## config.mk

```make
export PLATFORM = sky130hd
export DESIGN_NAME = bm_error_locator_flat
export DESIGN_NICKNAME = d
export VERILOG_FILES = /design/src/rtl/rs_gf16_pkg.sv /design/src/rtl/bm_error_locator_if.sv /design/src/rtl/gf16_mul.sv /design/src/rtl/bm_error_locator.sv /design/src/flat_wrapper.sv
export SDC_FILE = /design/constraint.sdc
export NUM_CORES = 1
export LEC_CHECK = 0
export ABC_AREA = 1
export CAP_MARGIN = 0
export CORE_ASPECT_RATIO = 0.5
export CORE_MARGIN = 3
export CORE_UTILIZATION = 60
export DETAILED_ROUTE_END_ITERATION = 8
export DONT_BUFFER_PORTS = 1
export GPL_TIMING_DRIVEN = 0
export HOLD_SLACK_MARGIN = 0.1
export PLACE_DENSITY = 0.76
export SLEW_MARGIN = 20
export SYNTH_ARGS = -nofsm -noshare
export SYNTH_HDL_FRONTEND = slang
export SYNTH_SLANG_ARGS = --single-unit
```

## constraint.sdc

```tcl
create_clock -name i_clk -period 3.74 [get_ports i_clk]
set_input_delay 0.561 -clock i_clk [delete_from_list [all_inputs] [get_ports i_clk]]
set_output_delay 0.561 -clock i_clk [all_outputs]
set_load 0.005 [all_outputs]
```

## src/rtl/rs_gf16_pkg.sv

```systemverilog
// Shared GF(16) definitions for the RS(15,11) decoder: field constants,
// the multiplicative inverse table and the key-equation state encoding.
package rs_gf16_pkg;

  localparam int SYM_W   = 4;
  localparam int NSYN    = 4;
  localparam int T       = 2;
  localparam int LAM_DEG = 2 * T;
  localparam logic [4:0] PRIM_POLY = 5'b10011;

  typedef logic [SYM_W-1:0] gf_t;

  typedef enum logic [1:0] {
    ST_IDLE = 2'd0,
    ST_DISC = 2'd1,
    ST_UPD  = 2'd2,
    ST_DONE = 2'd3
  } bm_state_e;

  // Inverse of a^k is a^(15-k); entry 0 is unused since 0 has no inverse.
  function automatic gf_t gf_inv(input gf_t a);
    gf_t r;
    case (a)
      4'h1:    r = 4'h1;
      4'h2:    r = 4'h9;
      4'h3:    r = 4'hE;
      4'h4:    r = 4'hD;
      4'h5:    r = 4'hB;
      4'h6:    r = 4'h7;
      4'h7:    r = 4'h6;
      4'h8:    r = 4'hF;
      4'h9:    r = 4'h2;
      4'hA:    r = 4'hC;
      4'hB:    r = 4'h5;
      4'hC:    r = 4'hA;
      4'hD:    r = 4'h4;
      4'hE:    r = 4'h3;
      4'hF:    r = 4'h8;
      default: r = 4'h0;
    endcase
    return r;
  endfunction

endpackage

```

## src/rtl/bm_error_locator_if.sv

```systemverilog
// Syndrome-in / locator-out handshake bundle between the syndrome stage,
// the Berlekamp-Massey block and the Chien/Forney stage.
interface bm_error_locator_if;
  import rs_gf16_pkg::*;

  logic       in_valid;
  logic       in_ready;
  gf_t        s_0;
  gf_t        s_1;
  gf_t        s_2;
  gf_t        s_3;
  logic       out_valid;
  logic       out_ready;
  gf_t        lambda_1;
  gf_t        lambda_2;
  logic [1:0] num_err;
  logic       fail;

  modport master (
    output in_valid, s_0, s_1, s_2, s_3, out_ready,
    input  in_ready, out_valid, lambda_1, lambda_2, num_err, fail
  );

  modport slave (
    input  in_valid, s_0, s_1, s_2, s_3, out_ready,
    output in_ready, out_valid, lambda_1, lambda_2, num_err, fail
  );

endinterface

```

## src/rtl/gf16_mul.sv

```systemverilog
// Combinational GF(16) multiplier: carry-less product reduced by x^4+x+1.
module gf16_mul
  import rs_gf16_pkg::*;
(
  input  gf_t i_a,
  input  gf_t i_b,
  output gf_t o_p
);

  logic [2*SYM_W-2:0] w_prod;

  always_comb begin
    w_prod = '0;
    for (int i = 0; i < SYM_W; i++) begin
      if (i_b[i]) w_prod = w_prod ^ ({3'b000, i_a} << i);
    end
    // Fold the high terms back down, top bit first.
    for (int k = 2*SYM_W-2; k >= SYM_W; k--) begin
      if (w_prod[k]) w_prod = w_prod ^ ({2'b00, PRIM_POLY} << (k - SYM_W));
    end
  end

  assign o_p = w_prod[SYM_W-1:0];

endmodule

```

## src/rtl/bm_error_locator.sv

```systemverilog
// Iterative Berlekamp-Massey key-equation solver for RS(15,11), t=2:
// four syndromes in, Lambda(x)=1+L1*x+L2*x^2 plus error count out.
module bm_error_locator
  import rs_gf16_pkg::*;
(
  input  logic              i_clk,
  input  logic              i_rst_n,
  bm_error_locator_if.slave io_bus
);

  bm_state_e  r_state;
  bm_state_e  w_state_next;
  logic       w_in_ready;

  gf_t        r_syn   [NSYN];
  gf_t        r_lam   [1:LAM_DEG];
  gf_t        r_bpoly [0:LAM_DEG-1];
  gf_t        r_bval;
  gf_t        r_d;
  logic [2:0] r_len;
  logic [2:0] r_m;
  logic [2:0] r_r;

  logic       r_out_valid;
  gf_t        r_lambda_1;
  gf_t        r_lambda_2;
  logic [1:0] r_num_err;
  logic       r_fail;

  always_ff @(posedge i_clk or negedge i_rst_n) begin
    if (!i_rst_n) r_state <= ST_IDLE;
    else          r_state <= w_state_next;
  end

  always_comb begin
    w_state_next = r_state;
    w_in_ready   = 1'b0;
    case (r_state)
      ST_IDLE: begin
        w_in_ready = 1'b1;
        if (io_bus.in_valid) w_state_next = ST_DISC;
      end
      ST_DISC: w_state_next = ST_UPD;
      ST_UPD:  w_state_next = (r_r == 3'(NSYN)) ? ST_DONE : ST_DISC;
      ST_DONE: if (r_out_valid && io_bus.out_ready) w_state_next = ST_IDLE;
      default: w_state_next = ST_IDLE;
    endcase
  end

  // Discrepancy d = S_{r-1} + sum_{i=1..L} Lambda_i * S_{r-1-i}
  gf_t        w_disc_syn  [1:NSYN-1];
  gf_t        w_disc_prod [1:NSYN-1];
  gf_t        w_disc;
  logic [1:0] w_r_idx;

  genvar gi;
  generate
    for (gi = 1; gi < NSYN; gi++) begin : g_disc
      logic       w_use;
      logic [1:0] w_idx;
      assign w_use = (r_r > 3'(gi)) && (r_len >= 3'(gi));
      assign w_idx = 2'(r_r - 3'(gi + 1));
      assign w_disc_syn[gi] = w_use ? r_syn[w_idx] : '0;
      gf16_mul u_mul (
        .i_a (r_lam[gi]),
        .i_b (w_disc_syn[gi]),
        .o_p (w_disc_prod[gi])
      );
    end
  endgenerate

  assign w_r_idx = 2'(r_r - 3'd1);

  always_comb begin
    w_disc = r_syn[w_r_idx];
    for (int i = 1; i < NSYN; i++) w_disc = w_disc ^ w_disc_prod[i];
  end

  // Correction term (d/b) * x^m * B(x). B's x^4 term is never kept:
  // m >= 1 would push it beyond the x^4 slot of Lambda.
  gf_t  w_binv;
  gf_t  w_coef;
  gf_t  w_upd_prod [0:LAM_DEG-1];
  gf_t  w_lam_upd  [1:LAM_DEG];
  logic w_swap;

  assign w_binv = gf_inv(r_bval);

  gf16_mul u_coef (
    .i_a (r_d),
    .i_b (w_binv),
    .o_p (w_coef)
  );

  generate
    for (gi = 0; gi < LAM_DEG; gi++) begin : g_upd
      gf16_mul u_mul (
        .i_a (w_coef),
        .i_b (r_bpoly[gi]),
        .o_p (w_upd_prod[gi])
      );
    end
  endgenerate

  always_comb begin
    for (int j = 1; j <= LAM_DEG; j++) begin
      w_lam_upd[j] = r_lam[j];
      for (int i = 0; i < LAM_DEG; i++) begin
        if (({1'b0, r_m} + 4'(i)) == 4'(j)) w_lam_upd[j] = w_lam_upd[j] ^ w_upd_prod[i];
      end
    end
  end

  assign w_swap = ({r_len, 1'b0} <= ({1'b0, r_r} - 4'd1));

  logic w_fail;

  always_comb begin
    w_fail = (r_len > 3'(T));
    for (int i = T + 1; i <= LAM_DEG; i++) begin
      if (r_lam[i] != '0) w_fail = 1'b1;
    end
    if (r_len == 3'd1 && r_lam[1] == '0) w_fail = 1'b1;
    if (r_len == 3'd2 && r_lam[2] == '0) w_fail = 1'b1;
  end

  always_ff @(posedge i_clk or negedge i_rst_n) begin
    if (!i_rst_n) begin
      for (int i = 0; i < NSYN; i++)    r_syn[i]   <= '0;
      for (int j = 1; j <= LAM_DEG; j++) r_lam[j]   <= '0;
      for (int i = 0; i < LAM_DEG; i++) r_bpoly[i] <= '0;
      r_bval      <= '0;
      r_d         <= '0;
      r_len       <= '0;
      r_m         <= '0;
      r_r         <= '0;
      r_out_valid <= 1'b0;
      r_lambda_1  <= '0;
      r_lambda_2  <= '0;
      r_num_err   <= '0;
      r_fail      <= 1'b0;
    end else begin
      case (r_state)
        ST_IDLE: begin
          if (io_bus.in_valid) begin
            r_syn[0] <= io_bus.s_0;
            r_syn[1] <= io_bus.s_1;
            r_syn[2] <= io_bus.s_2;
            r_syn[3] <= io_bus.s_3;
            for (int j = 1; j <= LAM_DEG; j++) r_lam[j] <= '0;
            r_bpoly[0] <= 4'h1;
            for (int i = 1; i < LAM_DEG; i++) r_bpoly[i] <= '0;
            r_len  <= 3'd0;
            r_m    <= 3'd1;
            r_bval <= 4'h1;
            r_r    <= 3'd1;
          end
        end
        ST_DISC: r_d <= w_disc;
        ST_UPD: begin
          r_r <= r_r + 3'd1;
          if (r_d == '0) begin
            r_m <= r_m + 3'd1;
          end else begin
            for (int j = 1; j <= LAM_DEG; j++) r_lam[j] <= w_lam_upd[j];
            if (w_swap) begin
              r_len      <= r_r - r_len;
              r_bpoly[0] <= 4'h1;
              for (int i = 1; i < LAM_DEG; i++) r_bpoly[i] <= r_lam[i];
              r_bval     <= r_d;
              r_m        <= 3'd1;
            end else begin
              r_m <= r_m + 3'd1;
            end
          end
        end
        ST_DONE: begin
          if (!r_out_valid) begin
            r_out_valid <= 1'b1;
            r_fail      <= w_fail;
            r_lambda_1  <= w_fail ? '0 : r_lam[1];
            r_lambda_2  <= w_fail ? '0 : r_lam[2];
            r_num_err   <= w_fail ? 2'd0 : r_len[1:0];
          end else if (io_bus.out_ready) begin
            r_out_valid <= 1'b0;
          end
        end
        default: ;
      endcase
    end
  end

  assign io_bus.in_ready  = w_in_ready;
  assign io_bus.out_valid = r_out_valid;
  assign io_bus.lambda_1  = r_lambda_1;
  assign io_bus.lambda_2  = r_lambda_2;
  assign io_bus.num_err   = r_num_err;
  assign io_bus.fail      = r_fail;

endmodule

```

## src/flat_wrapper.sv

```systemverilog
// flat-port wrapper written by rule: the top's interface ports become plain ports
module bm_error_locator_flat import rs_gf16_pkg::*;
  (i_clk, i_rst_n, io_bus_in_valid, io_bus_s_0, io_bus_s_1, io_bus_s_2, io_bus_s_3, io_bus_out_ready, io_bus_in_ready, io_bus_out_valid, io_bus_lambda_1, io_bus_lambda_2, io_bus_num_err, io_bus_fail);
  bm_error_locator_if io_bus_i ();
  input  logic i_clk;
  input  logic i_rst_n;
  input wire logic [$bits(io_bus_i.in_valid)-1:0] io_bus_in_valid;
  input wire logic [$bits(io_bus_i.s_0)-1:0] io_bus_s_0;
  input wire logic [$bits(io_bus_i.s_1)-1:0] io_bus_s_1;
  input wire logic [$bits(io_bus_i.s_2)-1:0] io_bus_s_2;
  input wire logic [$bits(io_bus_i.s_3)-1:0] io_bus_s_3;
  input wire logic [$bits(io_bus_i.out_ready)-1:0] io_bus_out_ready;
  output wire logic [$bits(io_bus_i.in_ready)-1:0] io_bus_in_ready;
  output wire logic [$bits(io_bus_i.out_valid)-1:0] io_bus_out_valid;
  output wire logic [$bits(io_bus_i.lambda_1)-1:0] io_bus_lambda_1;
  output wire logic [$bits(io_bus_i.lambda_2)-1:0] io_bus_lambda_2;
  output wire logic [$bits(io_bus_i.num_err)-1:0] io_bus_num_err;
  output wire logic [$bits(io_bus_i.fail)-1:0] io_bus_fail;
  assign io_bus_i.in_valid = io_bus_in_valid;
  assign io_bus_i.s_0 = io_bus_s_0;
  assign io_bus_i.s_1 = io_bus_s_1;
  assign io_bus_i.s_2 = io_bus_s_2;
  assign io_bus_i.s_3 = io_bus_s_3;
  assign io_bus_i.out_ready = io_bus_out_ready;
  assign io_bus_in_ready = io_bus_i.in_ready;
  assign io_bus_out_valid = io_bus_i.out_valid;
  assign io_bus_lambda_1 = io_bus_i.lambda_1;
  assign io_bus_lambda_2 = io_bus_i.lambda_2;
  assign io_bus_num_err = io_bus_i.num_err;
  assign io_bus_fail = io_bus_i.fail;
  bm_error_locator u_core (.i_clk(i_clk), .i_rst_n(i_rst_n), .io_bus(io_bus_i));
endmodule
```

==> reports/qor.csv <==
metric,value,unit
clk_latency,340,ps
stdcell_count,1381,
hpwl,16700,um
ir_drop,0.544,mV
antennaDiodeCount,0,
syn_nets,1248,
clockBufferDepth,2,
rr_startpoint,u_core.r_r[1],
antenna_found_initial,0,
worst_pin_slew,880,ps
status,"complete, no violations",
reg2reg_setup_slack,230,ps
postRouteAntennaNets,0,
cts.htree.levels,3,
clk_pin_slew,60,ps
numCtsBuffers,9,
cts.sinks,76,
wl_per_cell,15.4,um
drv_slew,0,
numPortBuffers,0,
end_kind,flip-flop,
grt_pass1_wl,34900,um
reg2reg_depth,14,
post-place-cells,1366,
setup_viol,0,
ys_ff_latch,76,
ios,33,
first_global_vias,6986,
crit_arrival,3720,ps
fin_skew,7.97,ps
start_kind,flip-flop,
synth.distinct_cells,40,
fp.dieW,164,um
cts_tree,built,
finalSetupTns,0,ps
cts_setup_buffers,0,
grt_max_degree,77,
fillers,1120,
crit_fanout,12,
synthToLayoutAreaGrowth,7.45,%
fp.dieArea,13900,um^2
grt_usage,31.7,%
p_leak,4.01,nW
max_freq,285,MHz
synthArstFlopShare,100,%
power.density,985,nW/um^2
fin_crit_sh,93.9,%
ys_seq_area_share,25.4,%
cp_data_required_time,3950,ps
critical_path_class,reg2reg,
holdWs,72.7,ps
wl,21300,um
hold_viol_final,0,
reg2reg_to,u_core.r_d[2],
drc,0,
core,12000,um^2
gr-total-overflow,0,
routabilityCongestion,1.01,
drive_above_1_share,8.55,%
cap_violations,0,
yosysWarnings,0,
rows,28,
initialDrtViolationCount,677,
nets,1258,
cts_root_buf,clkbuf_16,
initial_utilization,62.4,%
synthCells,1201,
avgViaCountPerCell,5.49,
hold_path_class,in2async,
synthFlopType,dfrtp_1,
syn_area_per_cell,6.24,um^2
synth-edff-count,0,
first_pass_iters,5,
netlist_area,7490,um^2
period_needed,3510,ps
die_y,85.0,um
via_count,7580,
relSlewSlack,41.1,%
==> flip-flops by register name, summed over array words and instances (netlist names), 3 cells and up <==
signal and cells:
u_core.r_r 3, u_core.r_bval 4, u_core.r_syn 16, u_core.r_d 4, u_core.r_bpoly 13, u_core.r_len 3, u_core.io_bus.lambda_2 4, u_core.io_bus.lambda_1 4
u_core.r_m 3, u_core.r_lam 16
==> worst max path at each step <==
stage                                 from               end  cells after the start
after floorplan              u_core.r_r[0]     u_core.r_d[0]                     16
after global placement       u_core.r_r[1]     u_core.r_d[2]                     15
after detailed placement     u_core.r_r[1]     u_core.r_d[2]                     15
after CTS                    u_core.r_r[1]     u_core.r_d[2]                     15
after global routing      u_core.r_bval[0]  u_core.r_lam[13]                     27
final                        u_core.r_r[1]     u_core.r_d[2]                     14
==> worst max-delay path, cell delays in order (launching register included) <==
cell,delay (ps)
dfrtp_1,460
inv_1,120
clkbuf_2,240
ha_1,460
inv_1,120
clkbuf_2,200
o21ai_0,130
a21oi_1,320
nand2_1,120
xor2_1,270
xor2_1,290
xnor2_1,180
xor2_1,190
xnor2_1,170
o21ai_0,100
==> cells in the mapped netlist, types with 6 or more instances <==
library cell	n	area share, %
a211oi_1	8	0.80
a21oi_1	10	0.67
clkbuf_1	16	0.80
dfrtp_1	76	25
ha_1	26	4.3
inv_1	157	7.9
inv_2	14	0.70
nand2_1	418	21
nand2_2	25	2.1
nand3_1	124	8.3
nand3_2	7	0.93
nand4_1	8	0.67
nor2_1	77	3.9
nor2_2	6	0.50
nor3_1	7	0.47
o21ai_0	60	4.0
o21ai_1	13	0.87
o22ai_1	20	1.7
xnor2_1	31	3.6
xor2_1	53	6.2
==> cell type report <==
type	count	area (um^2)	share of cell area (%)
multi-input combinational	924	4810	59.7
sequential	76	1900	23.6
inverter	173	653	8.11
clock buffer	11	233	2.89
tap	165	206	2.56
buffer	26	161	2.00
clock inverter	5	61.3	0.761
timing repair buffer	1	27.5	0.342
==> cells by family after synthesis <==
group / after synthesis / share of synthesized area [%]
AO/OA/AOI/OAI: 118 / 8.76
AND/OR/NAND/NOR: 693 / 40.1
adder cells (fa/ha/maj): 27 / 4.61
XOR/XNOR: 86 / 10.3
buffers and inverters: 201 / 10.9
flip-flops: 76 / 25.4
==> what timing repair did <==
action | in CTS | in global routing
resized for setup | 1 | 14
endpoints found under the hold margin | 76 | 0
hold buffers | 1 | 0
setup endpoints to repair | 2 | 27
==> layer usage <==
metal,global-route usage [%],vias to the layer above,routed length [um]
met3,5.95,28,1790
met1,44.7,3489,9730
met2,50.6,279,9490
met5,0,-,0
met4,7.98,0,293
li1,-,3784,-
==> cell usage in the layout, fill, tap and decap left out, types with 7 or more instances in the layout <==
cell type / n
clkbuf_1: 13
nand4_1: 8
nor3_1: 7
xnor2_1: 31
inv_2: 15
xor2_1: 53
o21ai_1: 13
nor2_1: 77
nand3_2: 8
nand2_2: 25
a21oi_1: 10
inv_1: 156
dfrtp_1: 74
clkbuf_16: 9
nand2_1: 417
ha_1: 26
o22ai_1: 20
o21ai_0: 60
nand3_1: 123
==> report_power, final <==
group / total [mW] / internal [mW] / switching [mW]
clock: 0.882 / 0.521 / 0.360
sequential: 1.44 / 1.13 / 0.305
combinational: 5.61 / 1.71 / 3.90
==> per-stage QoR <==
| step | total power [mW] | area, um^2 | utilization, % | setup slack (ps) |
|---|---|---|---|---|
| floorplan | 5.48 | 7490 | - | 595 |
| global placement | 6.72 | 7700 | 64.1 | 74.4 |
| detailed placement | 6.85 | 7700 | 64.1 | -51.8 |
| CTS | 7.78 | 8020 | 66.7 | 94.0 |
| global route | 8.67 | 8050 | 67.0 | -14.7 |
| finish | 7.93 | 8050 | 67.0 | 228 |
(Power assumes the default switching activity.)
